`config.mk`:
```
export PLATFORM = sky130hd
export DESIGN_NAME = biquad_coef_loader_flat
export DESIGN_NICKNAME = d
export VERILOG_FILES = /design/src/rtl/biquad_coef_loader_pkg.sv /design/src/rtl/biquad_coef_loader_if.sv /design/src/rtl/biquad_coef_loader_coef_shadow_bank.sv /design/src/rtl/biquad_coef_loader.sv /design/src/flat_wrapper.sv
export SDC_FILE = /design/constraint.sdc
export NUM_CORES = 1
export LEC_CHECK = 0
export BUFFER_PORTS_ARGS = -buffer_cell sky130_fd_sc_hd__buf_2
export CAP_MARGIN = 20
export CELL_PAD_IN_SITES_DETAIL_PLACEMENT = 1
export CELL_PAD_IN_SITES_GLOBAL_PLACEMENT = 2
export CORE_UTILIZATION = 42
export DETAILED_ROUTE_END_ITERATION = 10
export PLACE_DENSITY = 0.95
export SLEW_MARGIN = 30
export SYNTH_ARGS = -nofsm -noshare
export SYNTH_HDL_FRONTEND = slang
export SYNTH_SLANG_ARGS = --single-unit
```
`constraint.sdc`:
```
create_clock -name clk -period 3.3 [get_ports clk]
set_clock_uncertainty 0.1 [all_clocks]
set_input_delay 0.33 -clock clk [delete_from_list [all_inputs] [get_ports clk]]
set_output_delay 0.33 -clock clk [all_outputs]
set_load 0.05 [all_outputs]
```
`src/rtl/biquad_coef_loader_pkg.sv`:
```
// Shared definitions for the biquad coefficient loader and the filter datapath.
package biquad_coef_loader_pkg;

    // Coefficient word format: signed S1.8, two integer bits and eight fractional bits.
    localparam int CW    = 10;
    localparam int WIC   = 2;
    localparam int WFC   = 8;
    localparam int NCOEF = 5;

    // Position of each coefficient within a frame and within the shadow bank.
    localparam logic [2:0] IDX_B0 = 3'd0;
    localparam logic [2:0] IDX_B1 = 3'd1;
    localparam logic [2:0] IDX_B2 = 3'd2;
    localparam logic [2:0] IDX_A1 = 3'd3;
    localparam logic [2:0] IDX_A2 = 3'd4;

    typedef enum logic [1:0] {
        IDLE = 2'd0,
        LOAD = 2'd1,
        PEND = 2'd2
    } state_t;

endpackage

```
`src/rtl/biquad_coef_loader_if.sv`:
```
// Valid/ready coefficient stream carrying one framed S1.8 word per transfer.
interface biquad_coef_loader_if;
    import biquad_coef_loader_pkg::*;

    logic [CW-1:0] s_data;
    logic          s_valid;
    logic          s_first;
    logic          s_ready;

    modport master (output s_data, output s_valid, output s_first, input s_ready);
    modport slave  (input s_data, input s_valid, input s_first, output s_ready);

endinterface

```
`src/rtl/biquad_coef_loader_coef_shadow_bank.sv`:
```
// Shadow coefficient bank filled word by word, copied in one edge into the active set.
module biquad_coef_loader_coef_shadow_bank
    import biquad_coef_loader_pkg::*;
(
    input  logic                 clk,
    input  logic                 rst,
    input  logic                 wr_en,
    input  logic [2:0]           wr_idx,
    input  logic [CW-1:0]        wr_data,
    input  logic                 commit,
    output logic signed [CW-1:0] b0,
    output logic signed [CW-1:0] b1,
    output logic signed [CW-1:0] b2,
    output logic signed [CW-1:0] a1,
    output logic signed [CW-1:0] a2
);

    logic [CW-1:0] shadow [NCOEF];
    logic [CW-1:0] active [NCOEF];

    // Indexed shadow write; whole-bank copy to the active set on commit.
    always_ff @(posedge clk) begin
        if (rst) begin
            for (int i = 0; i < NCOEF; i++) begin
                shadow[i] <= '0;
                active[i] <= '0;
            end
        end else begin
            if (wr_en) begin
                shadow[wr_idx] <= wr_data;
            end
            if (commit) begin
                for (int i = 0; i < NCOEF; i++) begin
                    active[i] <= shadow[i];
                end
            end
        end
    end

    assign b0 = active[IDX_B0];
    assign b1 = active[IDX_B1];
    assign b2 = active[IDX_B2];
    assign a1 = active[IDX_A1];
    assign a2 = active[IDX_A2];

endmodule

```
`src/rtl/biquad_coef_loader.sv`:
```
// Coefficient loader: framing FSM, inter-word timeout and atomic commit on the sample strobe.
//   state | meaning
//   IDLE  | waiting for a b0 word (s_first); stray words are dropped with err_frame
//   LOAD  | collecting b1..a2; s_first restarts the frame, silence aborts it
//   PEND  | full set in shadow, input stalled until sample_strobe commits it
module biquad_coef_loader
    import biquad_coef_loader_pkg::*;
#(
    parameter int TIMEOUT = 255
) (
    input  logic                 clk,
    input  logic                 rst,
    biquad_coef_loader_if.slave  s,
    input  logic                 sample_strobe,
    output logic signed [CW-1:0] b0,
    output logic signed [CW-1:0] b1,
    output logic signed [CW-1:0] b2,
    output logic signed [CW-1:0] a1,
    output logic signed [CW-1:0] a2,
    output logic                 coef_valid,
    output logic                 commit_pulse,
    output logic                 err_frame,
    output logic                 busy
);

    localparam int TW = $clog2(TIMEOUT + 1);
    localparam logic [TW-1:0] TMO_LAST = TW'(TIMEOUT - 1);

    state_t        state, state_nxt;
    logic [2:0]    idx, idx_nxt;
    logic [TW-1:0] tmo, tmo_nxt;
    logic          err_nxt;
    logic          commit_nxt;
    logic          wr_en;
    logic [2:0]    wr_idx;
    logic          xfer;

    assign s.s_ready = (state != PEND);
    assign busy      = (state != IDLE);
    assign xfer      = s.s_valid & s.s_ready;

    // State, frame index, timeout count and the registered status pulses.
    always_ff @(posedge clk) begin
        if (rst) begin
            state        <= IDLE;
            idx          <= '0;
            tmo          <= '0;
            err_frame    <= 1'b0;
            commit_pulse <= 1'b0;
            coef_valid   <= 1'b0;
        end else begin
            state        <= state_nxt;
            idx          <= idx_nxt;
            tmo          <= tmo_nxt;
            err_frame    <= err_nxt;
            commit_pulse <= commit_nxt;
            if (commit_nxt) begin
                coef_valid <= 1'b1;
            end
        end
    end

    // Next-state decode; error and commit come from disjoint states so they never coincide.
    always_comb begin
        state_nxt  = state;
        idx_nxt    = idx;
        tmo_nxt    = tmo;
        err_nxt    = 1'b0;
        commit_nxt = 1'b0;
        wr_en      = 1'b0;
        wr_idx     = IDX_B0;
        unique case (state)
            IDLE: begin
                if (xfer) begin
                    if (s.s_first) begin
                        wr_en     = 1'b1;
                        wr_idx    = IDX_B0;
                        idx_nxt   = IDX_B1;
                        tmo_nxt   = '0;
                        state_nxt = LOAD;
                    end else begin
                        err_nxt = 1'b1;
                    end
                end
            end
            LOAD: begin
                if (xfer) begin
                    tmo_nxt = '0;
                    wr_en   = 1'b1;
                    if (s.s_first) begin
                        // A new b0 mid-frame abandons the partial set and restarts.
                        err_nxt = 1'b1;
                        wr_idx  = IDX_B0;
                        idx_nxt = IDX_B1;
                    end else begin
                        wr_idx = idx;
                        if (idx == IDX_A2) begin
                            idx_nxt   = IDX_B0;
                            state_nxt = PEND;
                        end else begin
                            idx_nxt = idx + 3'd1;
                        end
                    end
                end else if (tmo == TMO_LAST) begin
                    err_nxt   = 1'b1;
                    idx_nxt   = IDX_B0;
                    tmo_nxt   = '0;
                    state_nxt = IDLE;
                end else begin
                    tmo_nxt = tmo + 1'b1;
                end
            end
            PEND: begin
                if (sample_strobe) begin
                    commit_nxt = 1'b1;
                    state_nxt  = IDLE;
                end
            end
            default: begin
                state_nxt = IDLE;
                idx_nxt   = IDX_B0;
            end
        endcase
    end

    biquad_coef_loader_coef_shadow_bank u_bank (
        .clk     (clk),
        .rst     (rst),
        .wr_en   (wr_en),
        .wr_idx  (wr_idx),
        .wr_data (s.s_data),
        .commit  (commit_nxt),
        .b0      (b0),
        .b1      (b1),
        .b2      (b2),
        .a1      (a1),
        .a2      (a2)
    );

endmodule

```
`src/flat_wrapper.sv`:
```
// flat-port wrapper written by rule: the top's interface ports become plain ports
module biquad_coef_loader_flat import biquad_coef_loader_pkg::*;
#(
    parameter int TIMEOUT = 255
)
  (clk, rst, sample_strobe, b0, b1, b2, a1, a2, coef_valid, commit_pulse, err_frame, busy, s_s_data, s_s_valid, s_s_first, s_s_ready);
  biquad_coef_loader_if s_i ();
  input  logic clk;
  input  logic rst;
  input  logic sample_strobe;
  output logic signed [CW-1:0] b0;
  output logic signed [CW-1:0] b1;
  output logic signed [CW-1:0] b2;
  output logic signed [CW-1:0] a1;
  output logic signed [CW-1:0] a2;
  output logic coef_valid;
  output logic commit_pulse;
  output logic err_frame;
  output logic busy;
  input wire logic [$bits(s_i.s_data)-1:0] s_s_data;
  input wire logic [$bits(s_i.s_valid)-1:0] s_s_valid;
  input wire logic [$bits(s_i.s_first)-1:0] s_s_first;
  output wire logic [$bits(s_i.s_ready)-1:0] s_s_ready;
  assign s_i.s_data = s_s_data;
  assign s_i.s_valid = s_s_valid;
  assign s_i.s_first = s_s_first;
  assign s_s_ready = s_i.s_ready;
  biquad_coef_loader #(.TIMEOUT(TIMEOUT)) u_core (.clk(clk), .rst(rst), .s(s_i), .sample_strobe(sample_strobe), .b0(b0), .b1(b1), .b2(b2), .a1(a1), .a2(a2), .coef_valid(coef_valid), .commit_pulse(commit_pulse), .err_frame(err_frame), .busy(busy));
endmodule
```
==> results.cfg <==
[clock_network]
cts_hold_buf = 0
cts_tree = done
cts.clk_slew.worst_paths_ns = 0.06
clock_latency_ns = 0.51
cts_setup_buffers = 0
cts-root-buf = clkbuf_8
max-clock-path-buffers = 2
ctsHtreeMaxLevel = 4
cts_sinks = 116
numCtsBuffers = 17
ctsResizeCount = 0

[status]
status = finished clean

[grt]
grt_pass1_wl_um = 15700
grt_pass1_vias = 2814
grt_max_degree = 53
grt_usage_pct = 19.0
antenna_found_initial = 0
overflow = 0

[sta]
relSlewSlack_pct = 66.3
max_slew.worst_pin.slew_ns = 0.504
post-route-period-util_pct = 68.5
final.setup.tns_ns = 0
finalCriticalPeriod_ns = 2.26
setup_viol = 0
drv_slew = 0
hold_viol_final = 0
fin_ws_ns = 1.04
fmax_mhz = 443
grt_setup_unrepaired = no

[detailed_routing]
wl_um = 10200
vias_per_cell = 4.91
drtAntennaViolNets = 0
drc = 0
wire_per_inst_um = 18.4
drt_iter0_markers = 167
dr.pass1.iters = 4
routed-via-count = 2720

[pwr]
p_leak_uw = 0.00227
power_density_nw_per_um2 = 646
peakVddDrop_uv = 335

[floorplan]
die-height_um = 107
ios = 70
initial_utilization_pct = 43.0
fp.coreArea_sq_um = 10800
rows = 38
dieArea_sq_um = 11500
die_x_um = 107

[critical_path]
critPathKind = flop to flop
r2r_setup_slack_ns = 1.04
worstPathMaxFanout = 30
cp-start-kind = flop
worst_setup_path_end_kind = flop
slowest_delay_ns = 0.59
path_cells = inv_2 -> nor2_1 -> nand2_1 -> nand2_2 -> buf_4
cp_data_arrival_time_ns = 2.32
slowest_stage = dfxtp_1
critPathTopFamily = simple AND/OR/NAND/NOR gates
crit_buf_inv = 2
cp.required_ns = 3.36

[yosys]
synthArstFlopShare_pct = 0
synth-edff-count = 100
syn_avg_cell_area_sq_um = 14.4
synth-seq-cells = 116
ys.flop_type = edfxtp_1
synth.distinct_cells = 44
syn-cell-area_sq_um = 4660
yosys_warnings = 0
synthCells = 323
synth_fp_nets = 342
ys_seq_area_share_pct = 71.3

[placement]
pre_cts_ws_ns = 1.04
place_congestion = 0.863
portBuffers = 69
dpl.hpwl_um = 6860

[run]
drv_cap = 0

[cells_and_area]
nets = 420
layout-drive-gt1-share_pct = 29.5
fin_util_pct = 52.8
antenna_cells = 0
area_growth_pct = 22.9

[hold_path]
holdCritPathClass = input port to flop
## through the flow
step | cell area [sq um] | hold WS [ns] | total power [uW] | std cells
after floorplan | 4660 | 0.384 | 1830 | 323
final | 5730 | 0.0663 | 3700 | 554
after global placement | 5130 | 0.390 | 1890 | 522
after CTS | 5730 | 0.0484 | 3720 | 554
after global routing | 5730 | 0.0791 | 3800 | 554
after detailed placement | 5130 | 0.413 | 1900 | 522
## final cells by class
| class | count | area, sq um |
|---|---|---|
| clock buffer | 18 | 418 |
| clock inverter | 14 | 179 |
| fill | 1087 | 5110 |
| inverter | 8 | 30.0 |
| multi-input combinational | 185 | 1230 |
| sequential | 116 | 3320 |
| tap | 140 | 175 |
| timing repair buffer | 73 | 375 |
## routing by layer
metal  GRT usage, %  up-vias  wire, um
li1               -     1288         -
met1           22.5     1347      4080
met2           33.5       72      5520
met3           4.42       13       439
met4           7.24        0       155
met5              0        -         0
## worst paths after layout
path | endpoint | cells after the start | startpoint
worst max-delay path | u_core.u_bank.active[0][49]$_SDFFCE_PN0P_ | 5 | u_core.state[1]$_SDFFE_PP0P_
worst max register to register | u_core.u_bank.active[0][49]$_SDFFCE_PN0P_ | 5 | u_core.state[1]$_SDFFE_PP0P_
worst min-delay path | u_core.state[1]$_SDFFE_PP0P_ | 2 | rst
worst min register to register | u_core.u_bank.active[0][32]$_SDFFCE_PN0P_ | 1 | u_core.u_bank.shadow[3][2]$_SDFFCE_PN0P_
## cells in the final DEF (no fill, tap or decap), drive strengths merged, types with 2 or more instances in the layout
master,instances
a21oi,3
a31oi,4
and2,100
and3,4
buf,73
bufinv,3
clkbuf,18
clkinv,5
clkinvlp,3
dfxtp,16
edfxtp,100
ha,4
inv,11
nand2,10
nand3b,2
nor2,16
nor2b,2
nor3,3
nor4,2
nor4b,2
o21ai,5
o2bb2ai,2
or2,4
xnor2,7
## worst reg2reg max path, delay by kind of cell, from the launching register on
family	cells	cell delay [ns]
flip-flops	1	0.59
AND/OR/NAND/NOR	3	0.66
buffers and inverters	2	0.56
## where the power goes
part	internal (uW)	total [uW]	switching (uW)
Clock	1160	1830	669
Sequential	1640	1660	21.3
Combinational	45.4	211	165
## logic make-up (layout without fill, tap and decap cells)
family,Yosys count,after routing,share of synthesized area (%)
flops,116,116,71.3
fa+ha+maj,4,4,1.07
simple gates,151,151,19.8
buf+inv,22,113,2.42
xor+xnor,7,7,1.32
compound gates,23,23,4.03
## synthesized netlist by cell type, types with 3 or more instances
| cell type | count | share of area (%) |
|---|---|---|
| xnor2_1 | 7 | 1.3 |
| a31oi_1 | 4 | 0.54 |
| edfxtp_1 | 100 | 64 |
| and3_1 | 4 | 0.54 |
| buf_4 | 3 | 0.48 |
| inv_1 | 6 | 0.48 |
| nor2_2 | 3 | 0.40 |
| nand2_1 | 10 | 0.81 |
| nor3_1 | 3 | 0.32 |
| dfxtp_1 | 16 | 6.9 |
| and2_1 | 100 | 13 |
| clkbuf_2 | 4 | 0.43 |
| nor2_1 | 13 | 1.0 |
| buf_2 | 5 | 0.54 |
| ha_1 | 4 | 1.1 |
| or2_2 | 3 | 0.40 |
| o21ai_0 | 5 | 0.54 |
## state kept, by name, summed over array words and instances, names as in the netlist
name / cells
u_core.u_bank.active: 50
u_core.tmo: 8
u_core.state: 2
u_core.err_frame: 1
u_core.commit_pulse: 1
u_core.coef_valid: 1
u_core.u_bank.shadow: 50
u_core.idx: 3
Note: power is estimated with default switching activity, not from simulation.
